`src/rtl/axi4_r_drop_ctrl.sv`:
```
// Injects SLVERR bursts for dropped L1/L2 transactions onto the slave R channel; pass-through otherwise.
// Latency: 1 cycle from drop accept to first injected beat; backpressure via drop_ready (FIFO full) and s_axi4_rready.
module axi4_r_drop_ctrl #(
  parameter int AXI_DATA_WIDTH  = 32,
  parameter int AXI_ID_WIDTH    = 4,
  parameter int AXI_USER_WIDTH  = 4,
  parameter int DROP_FIFO_DEPTH = 4
) (
  input  logic                      axi4_aclk,
  input  logic                      axi4_arstn,
  input  logic                      l1_drop_valid,
  input  logic [AXI_ID_WIDTH-1:0]   l1_drop_id,
  input  logic [7:0]                l1_drop_len,
  output logic                      l1_drop_ready,
  input  logic                      l2_drop_valid,
  input  logic [AXI_ID_WIDTH-1:0]   l2_drop_id,
  input  logic [7:0]                l2_drop_len,
  output logic                      l2_drop_ready,
  input  logic [AXI_ID_WIDTH-1:0]   m_axi4_rid,
  input  logic [1:0]                m_axi4_rresp,
  input  logic [AXI_DATA_WIDTH-1:0] m_axi4_rdata,
  input  logic                      m_axi4_rlast,
  input  logic [AXI_USER_WIDTH-1:0] m_axi4_ruser,
  input  logic                      m_axi4_rvalid,
  output logic                      m_axi4_rready,
  output logic [AXI_ID_WIDTH-1:0]   s_axi4_rid,
  output logic [1:0]                s_axi4_rresp,
  output logic [AXI_DATA_WIDTH-1:0] s_axi4_rdata,
  output logic                      s_axi4_rlast,
  output logic [AXI_USER_WIDTH-1:0] s_axi4_ruser,
  output logic                      s_axi4_rvalid,
  input  logic                      s_axi4_rready,
  output logic                      drop_busy
);

  localparam int AW = $clog2(DROP_FIFO_DEPTH);

  typedef struct packed {
    logic [AXI_ID_WIDTH-1:0] id;
    logic [7:0]              len;
  } drop_t;

  typedef enum logic {ST_PASS, ST_INJECT} state_t;

  state_t      state, state_nxt;
  drop_t       fifo_mem [DROP_FIFO_DEPTH];
  logic [AW:0] wptr, rptr, rptr_p1, fifo_cnt;
  logic        fifo_empty, fifo_full;
  logic        rr_l2;
  logic        grant_l1, grant_l2, push, pop;
  logic        start_inj;
  logic        in_burst;
  logic [7:0]  beat_cnt;
  drop_t       head, next_head, push_entry;

  assign fifo_cnt   = wptr - rptr;
  assign fifo_empty = (wptr == rptr);
  assign fifo_full  = (wptr[AW] != rptr[AW]) && (wptr[AW-1:0] == rptr[AW-1:0]);
  assign rptr_p1    = rptr + 1'b1;
  assign head       = fifo_mem[rptr[AW-1:0]];
  assign next_head  = fifo_mem[rptr_p1[AW-1:0]];

  // Ready uses the pre-pop fullness, so a slot freed this cycle is refilled next cycle at the earliest.
  assign l1_drop_ready = !fifo_full && (!l2_drop_valid || !rr_l2);
  assign l2_drop_ready = !fifo_full && (!l1_drop_valid ||  rr_l2);
  assign grant_l1      = l1_drop_valid && l1_drop_ready;
  assign grant_l2      = l2_drop_valid && l2_drop_ready;
  assign push          = grant_l1 || grant_l2;
  assign push_entry    = grant_l1 ? drop_t'{id: l1_drop_id, len: l1_drop_len}
                                  : drop_t'{id: l2_drop_id, len: l2_drop_len};

  assign start_inj = (state == ST_PASS) && !fifo_empty && !in_burst;
  assign pop       = (state == ST_INJECT) && s_axi4_rready && (beat_cnt == 8'd0);
  assign drop_busy = !fifo_empty || (state == ST_INJECT);

  always_ff @(posedge axi4_aclk) begin
    if (push) fifo_mem[wptr[AW-1:0]] <= push_entry;
  end

  always_ff @(posedge axi4_aclk or negedge axi4_arstn) begin
    if (!axi4_arstn) begin
      wptr     <= '0;
      rptr     <= '0;
      rr_l2    <= 1'b0;
      in_burst <= 1'b0;
      beat_cnt <= 8'd0;
    end else begin
      if (push) begin
        wptr  <= wptr + 1'b1;
        rr_l2 <= grant_l1;
      end
      if (pop) rptr <= rptr_p1;
      if (m_axi4_rvalid && m_axi4_rready) in_burst <= !m_axi4_rlast;
      if (start_inj) begin
        beat_cnt <= head.len;
      end else if (state == ST_INJECT && s_axi4_rready) begin
        if (beat_cnt != 8'd0)
          beat_cnt <= beat_cnt - 8'd1;
        else if (fifo_cnt > (AW+1)'(1))
          beat_cnt <= next_head.len;
      end
    end
  end

  always_ff @(posedge axi4_aclk or negedge axi4_arstn) begin
    if (!axi4_arstn) state <= ST_PASS;
    else             state <= state_nxt;
  end

  always_comb begin
    state_nxt = state;
    case (state)
      ST_PASS:   if (start_inj) state_nxt = ST_INJECT;
      ST_INJECT: if (pop && fifo_cnt == (AW+1)'(1)) state_nxt = ST_PASS;
      default:   state_nxt = ST_PASS;
    endcase
  end

  // The hand-over cycle hides any master beat so neither side sees a half-completed handshake.
  always_comb begin
    s_axi4_rid    = m_axi4_rid;
    s_axi4_rresp  = m_axi4_rresp;
    s_axi4_rdata  = m_axi4_rdata;
    s_axi4_rlast  = m_axi4_rlast;
    s_axi4_ruser  = m_axi4_ruser;
    s_axi4_rvalid = m_axi4_rvalid;
    m_axi4_rready = s_axi4_rready;
    if (state == ST_INJECT) begin
      s_axi4_rid    = head.id;
      s_axi4_rresp  = 2'b10;
      s_axi4_rdata  = '0;
      s_axi4_rlast  = (beat_cnt == 8'd0);
      s_axi4_ruser  = '0;
      s_axi4_rvalid = 1'b1;
      m_axi4_rready = 1'b0;
    end else if (start_inj) begin
      s_axi4_rvalid = 1'b0;
      m_axi4_rready = 1'b0;
    end
  end

endmodule

```
`config.mk`:
```
export PLATFORM = sky130hd
export DESIGN_NAME = axi4_r_drop_ctrl
export DESIGN_NICKNAME = d
export VERILOG_FILES = /design/src/rtl/axi4_r_drop_ctrl.sv
export SDC_FILE = /design/constraint.sdc
export NUM_CORES = 1
export LEC_CHECK = 0
export ABC_AREA = 1
export CAP_MARGIN = 20
export CORE_MARGIN = 2
export CORE_UTILIZATION = 60
export CTS_CLUSTER_SIZE = 14
export DETAILED_ROUTE_END_ITERATION = 8
export DONT_BUFFER_PORTS = 1
export GPL_ROUTABILITY_DRIVEN = 0
export HOLD_SLACK_MARGIN = 0.06
export PLACE_DENSITY = 0.87
export SLEW_MARGIN = 25
export SYNTH_ARGS = -nofsm -noshare
export SYNTH_HDL_FRONTEND = slang
export SYNTH_SLANG_ARGS = --single-unit
```
`constraint.sdc`:
```
create_clock -name axi4_aclk -period 3.05 [get_ports axi4_aclk]
set_input_delay 0 -clock axi4_aclk [delete_from_list [all_inputs] [get_ports axi4_aclk]]
set_output_delay 0 -clock axi4_aclk [all_outputs]
set_load 0.1 [all_outputs]
```
# Word level (Yosys, flattened, before mapping)
# Memories as Yosys holds them, arrays and structs flattened.
# Index checks and enable logic that the tools add are counted.
dict set report totals {
  n_memories 1
  elab_cells 63
  ff_bits 17
  mem_bits_rw 48
}
# name words width read_ports rd_clocked_by_memory_dff wr line_no
set memory_table {}
lappend memory_table {fifo_mem 4 12 2 0 1 46} ;# drop_t fifo_mem [DROP_FIFO_DEPTH];
dict set report op_classes {
  n_reduce_logical 27
  n_eq_ne 4
  bitwise 1
  magnitude_cmp 1
  addsub 4
  n_mux 19
}
# cell count
set ops {}
lappend ops {{$mux 32} 1}
lappend ops {{$mux 8} 4}
lappend ops {{$mux 12} 1}
lappend ops {{$logic_and 1x1->1} 11}
lappend ops {{$mux 1} 9}
lappend ops {{$logic_not 8->1} 1}
lappend ops {{$mux 4} 2}
lappend ops {{$reduce_bool 8->1} 1}
lappend ops {{$sub 8x1->8 const B} 1}
lappend ops {{$logic_not 1->1} 7}
lappend ops {{$add 3x1->3 const B} 2}
lappend ops {{$logic_or 1x1->1} 4}
lappend ops {{$eq 3x1->1 const B} 1}
lappend ops {{$eq 3x3->1} 1}
lappend ops {{$gt 3x1->1 const B} 1}
lappend ops {{$reduce_bool 3->1} 1}
lappend ops {{$sub 3x3->3} 1}
lappend ops {{$eq 2x2->1} 1}
lappend ops {{$mux 2} 1}
lappend ops {{$pmux 1 s2} 1}
lappend ops {{$reduce_and 2->1} 1}
lappend ops {{$reduce_bool 2->1} 1}
lappend ops {{$ne 1x1->1} 1}
lappend ops {{$not 1->1} 1}

# Depth between registers and ports, before layout
dict set report depth {
  ltp_word 8
  mapped_depth 13
  ltp_nobuf 11
}

# Worst setup path after synthesis
# Ideal clock, no wire load.
dict set report synth_timing {
  kind {register to output}
  startpoint {register beat_cnt[0]}
  endpoint {output s_axi4_rlast}
  arrival_time_ps 3114
  stages_incl_launch_ff 7
  setup_slack_ps -64
  path_cell_list {dfrtp_1 inv_1 ha_1 nand3_1 inv_1 nand2_2 o21ai_0}
}
dict set report synth_via {
  elab_chain_len 2
}
# item line_no
set synth_lines {}
lappend synth_lines {{from (decl)} 53} ;# logic [7:0] beat_cnt;
lappend synth_lines {{from (signal assigned)} 95} ;# beat_cnt <= head.len;
lappend synth_lines {{from (signal assigned)} 98} ;# beat_cnt <= beat_cnt - 8'd1;
lappend synth_lines {{from (signal assigned)} 100} ;# beat_cnt <= next_head.len;
lappend synth_lines {{$logic_not 8->1} 132} ;# s_axi4_rlast = (beat_cnt == 8'd0);
lappend synth_lines {{$mux 1} 128} ;# if (state == ST_INJECT) begin
lappend synth_lines {{to (decl)} 29} ;# output logic s_axi4_rlast,
# No other way between the ends.

==> results.json <==
{
  "die_area_um2": 7290,
  "overflow": 0,
  "tns_ps": 0,
  "cts_tree": "yes",
  "netlist_area_um2": 3980,
  "yosysTopAreaCellShare": 0.362,
  "rsz0062_at_grt": "no",
  "clock_latency_ps": 350,
  "hold_class": "primary input to register",
  "yosysWarnings": 0,
  "startpoint": "rptr[1]$_DFFE_PN0N_",
  "hold-path-endpoint": "beat_cnt[4]$_DFFE_PN0P_",
  "h-tree-depth": 3,
  "r2r_end": "fifo_mem[2][3]$_DFFE_PP_",
  "final_net_count": 667,
  "drt_iter0_drc": 603,
  "synth-main-ff-cell": "edfxtp_1",
  "critPathKind": "register to register",
  "r2r_setup_slack_ps": 70,
  "worstPathRequired_ps": 3230,
  "finalCriticalPeriod_ps": 2980,
  "netlist_instances": 509,
  "num_vias": 4191,
  "syn_avg_cell_area_um2": 7.81,
  "cts_buffers": 9,
  "setup_viol": 0,
  "core_um2": 6390,
  "root_buffer": "clkbuf_8",
  "areaGrowthSynthToFinish_pct": 25.2,
  "antennaDiodeCount": 0,
  "io_buffers": 0,
  "clk_path_buf_depth": 2,
  "synthTopCellsByCount": "nand2_1 (104), inv_1 (79), nor2_1 (78)",
  "tightestPinTransition_ps": 795,
  "synth_edf_count": 48,
  "crit_path_start_kind": "register",
  "hold_depth": 5,
  "min_period_over_period": 0.978,
  "die_y_um": 85.4,
  "outcome": "finished, final reports clean",
  "grt_pass1_vias": 4068,
  "postRouteAntennaNets": 0,
  "r2r_start": "rptr[1]$_DFFE_PN0N_",
  "synth-seq-area-share": 0.469,
  "grt_usage": 0.375,
  "drt-total-wl_um": 13600,
  "crit_arrival_ps": 3160,
  "antenna_found_initial": 0,
  "maxCapViolCount": 0,
  "hold_start": "s_axi4_rready",
  "r2r_cells": 11,
  "slew_headroom": 0.469,
  "hpwl_um": 7610,
  "cts.sinks": 65,
  "synth_top_area_cell": "edfxtp_1",
  "finalHoldViolations": 0,
  "max_freq_ghz": 0.335,
  "async_flop_share": 0.262,
  "io_pins": 121,
  "chipWidth_um": 85.4,
  "cp_max_fo": 13,
  "drc": 0,
  "synth_area_leaders": "edfxtp_1 (36%), dfrtp_1 (11%), nand2_1 (9.8%)",
  "yosysMostFrequentCell": "nand2_1",
  "rows": 29,
  "endpoint_kind": "register",
  "clk_pin_slew_worst_paths_ps": 70,
  "dr.pass1.iters": 6,
  "grt_max_degree": 58,
  "grt_pass1_wl_um": 20800,
  "drive_above_1_share": 0.233,
  "fin_worst_skew_ps": 16.6,
  "slew_viol_final": 0,
  "vias_per_cell": 6.29,
  "synth-seq-cells": 65,
  "initial_utilization": 0.623,
  "synth_cell_types": 34,
  "wire_per_inst_um": 20.5,
  "syn_nets": 592
}
-- flip-flops by register name, summed over array words and instances, names as in the netlist --
name and count:
wptr 3, rr_l2 1, beat_cnt 8, fifo_mem 48
in_burst 1, rptr 3, state 1
-- stage by stage --
stage	setup WS (ps)	std cells	hold WS (ps)	area, um^2	util
6_report	67.4	666	108	4980	0.779
2_1_floorplan	288	509	-296	3980	-
4_1_cts	115	665	96.4	4970	0.778
3_5_place_dp	689	618	-295	4480	0.702
5_1_grt	50.4	666	116	4980	0.779
3_3_place_gp	769	618	-295	4480	0.702
-- critical path, cell delays in order, from the launching register on --
cell and delay (ps):
dfrtp_1 430, clkinvlp_4 300, ha_1 380, nand2_1 110
inv_1 80, nand2_2 100, inv_2 60, a21oi_4 170
buf_4 240, nand3_1 140, nand2_1 140, dlygate4sd3_1 660
-- area by class of cell --
| cell class | count | area (um^2) |
|---|---|---|
| tap | 77 | 96.3 |
| clock inverter | 5 | 31.3 |
| timing repair buffer | 86 | 723 |
| multi-input combinational | 340 | 1800 |
| sequential | 65 | 1870 |
| fill | 359 | 1410 |
| clock buffer | 11 | 141 |
| inverter | 82 | 314 |
-- repair_timing --
item | in CTS | in global routing
endpoints found under the setup margin | 0 | 48
endpoints found under the hold margin | 73 | 0
hold buffers | 31 | 0
resized for setup | 0 | 1
setup buffers | 0 | 1
-- kinds of logic after synthesis --
logic type / count (synthesis) / share of synthesized area
AOI/OAI and AO/OA: 75 / 0.103
xor gates and xnor gates: 5 / 0.0110
adders and majority gates: 10 / 0.0334
buffers and inverters: 104 / 0.109
and+or+nand+nor: 250 / 0.274
DFF: 65 / 0.469
-- placed cells by master, fill, tap and decap left out, drive strengths merged --
cell type,count
buf,55
clkinv,4
dlygate4sd3,31
fa,1
xor2,4
xnor2,1
nand3b,1
ha,9
a31oi,4
nor3,1
clkbuf,11
inv,81
nand3,49
nand2,111
o21ai,44
edfxtp,48
a21oi,23
o211ai,4
nand4,3
or2,1
nor2,84
dfrtp,17
clkinvlp,2
-- worst max path at each step --
stage,depth (start not counted),slack [ps],to
2_1_floorplan,10,290,s_axi4_rvalid
3_3_place_gp,10,770,fifo_mem[1][6]$_DFFE_PP_
3_5_place_dp,10,690,fifo_mem[2][10]$_DFFE_PP_
4_1_cts,11,120,fifo_mem[2][10]$_DFFE_PP_
5_1_grt,11,50,fifo_mem[2][10]$_DFFE_PP_
6_report,11,70,fifo_mem[2][3]$_DFFE_PP_
-- layer usage --
| layer | up-vias | routed length (um) | track usage |
|---|---|---|---|
| met1 | 1914 | 4560 | 0.453 |
| met4 | 0 | 620 | 0.170 |
| met5 | - | 0 | 0 |
| li1 | 1784 | - | - |
| met2 | 414 | 6830 | 0.629 |
| met3 | 79 | 1630 | 0.100 |
Power is not shown: default switching activity piles up to over one toggle a cycle in this logic, so the estimate is an artifact.
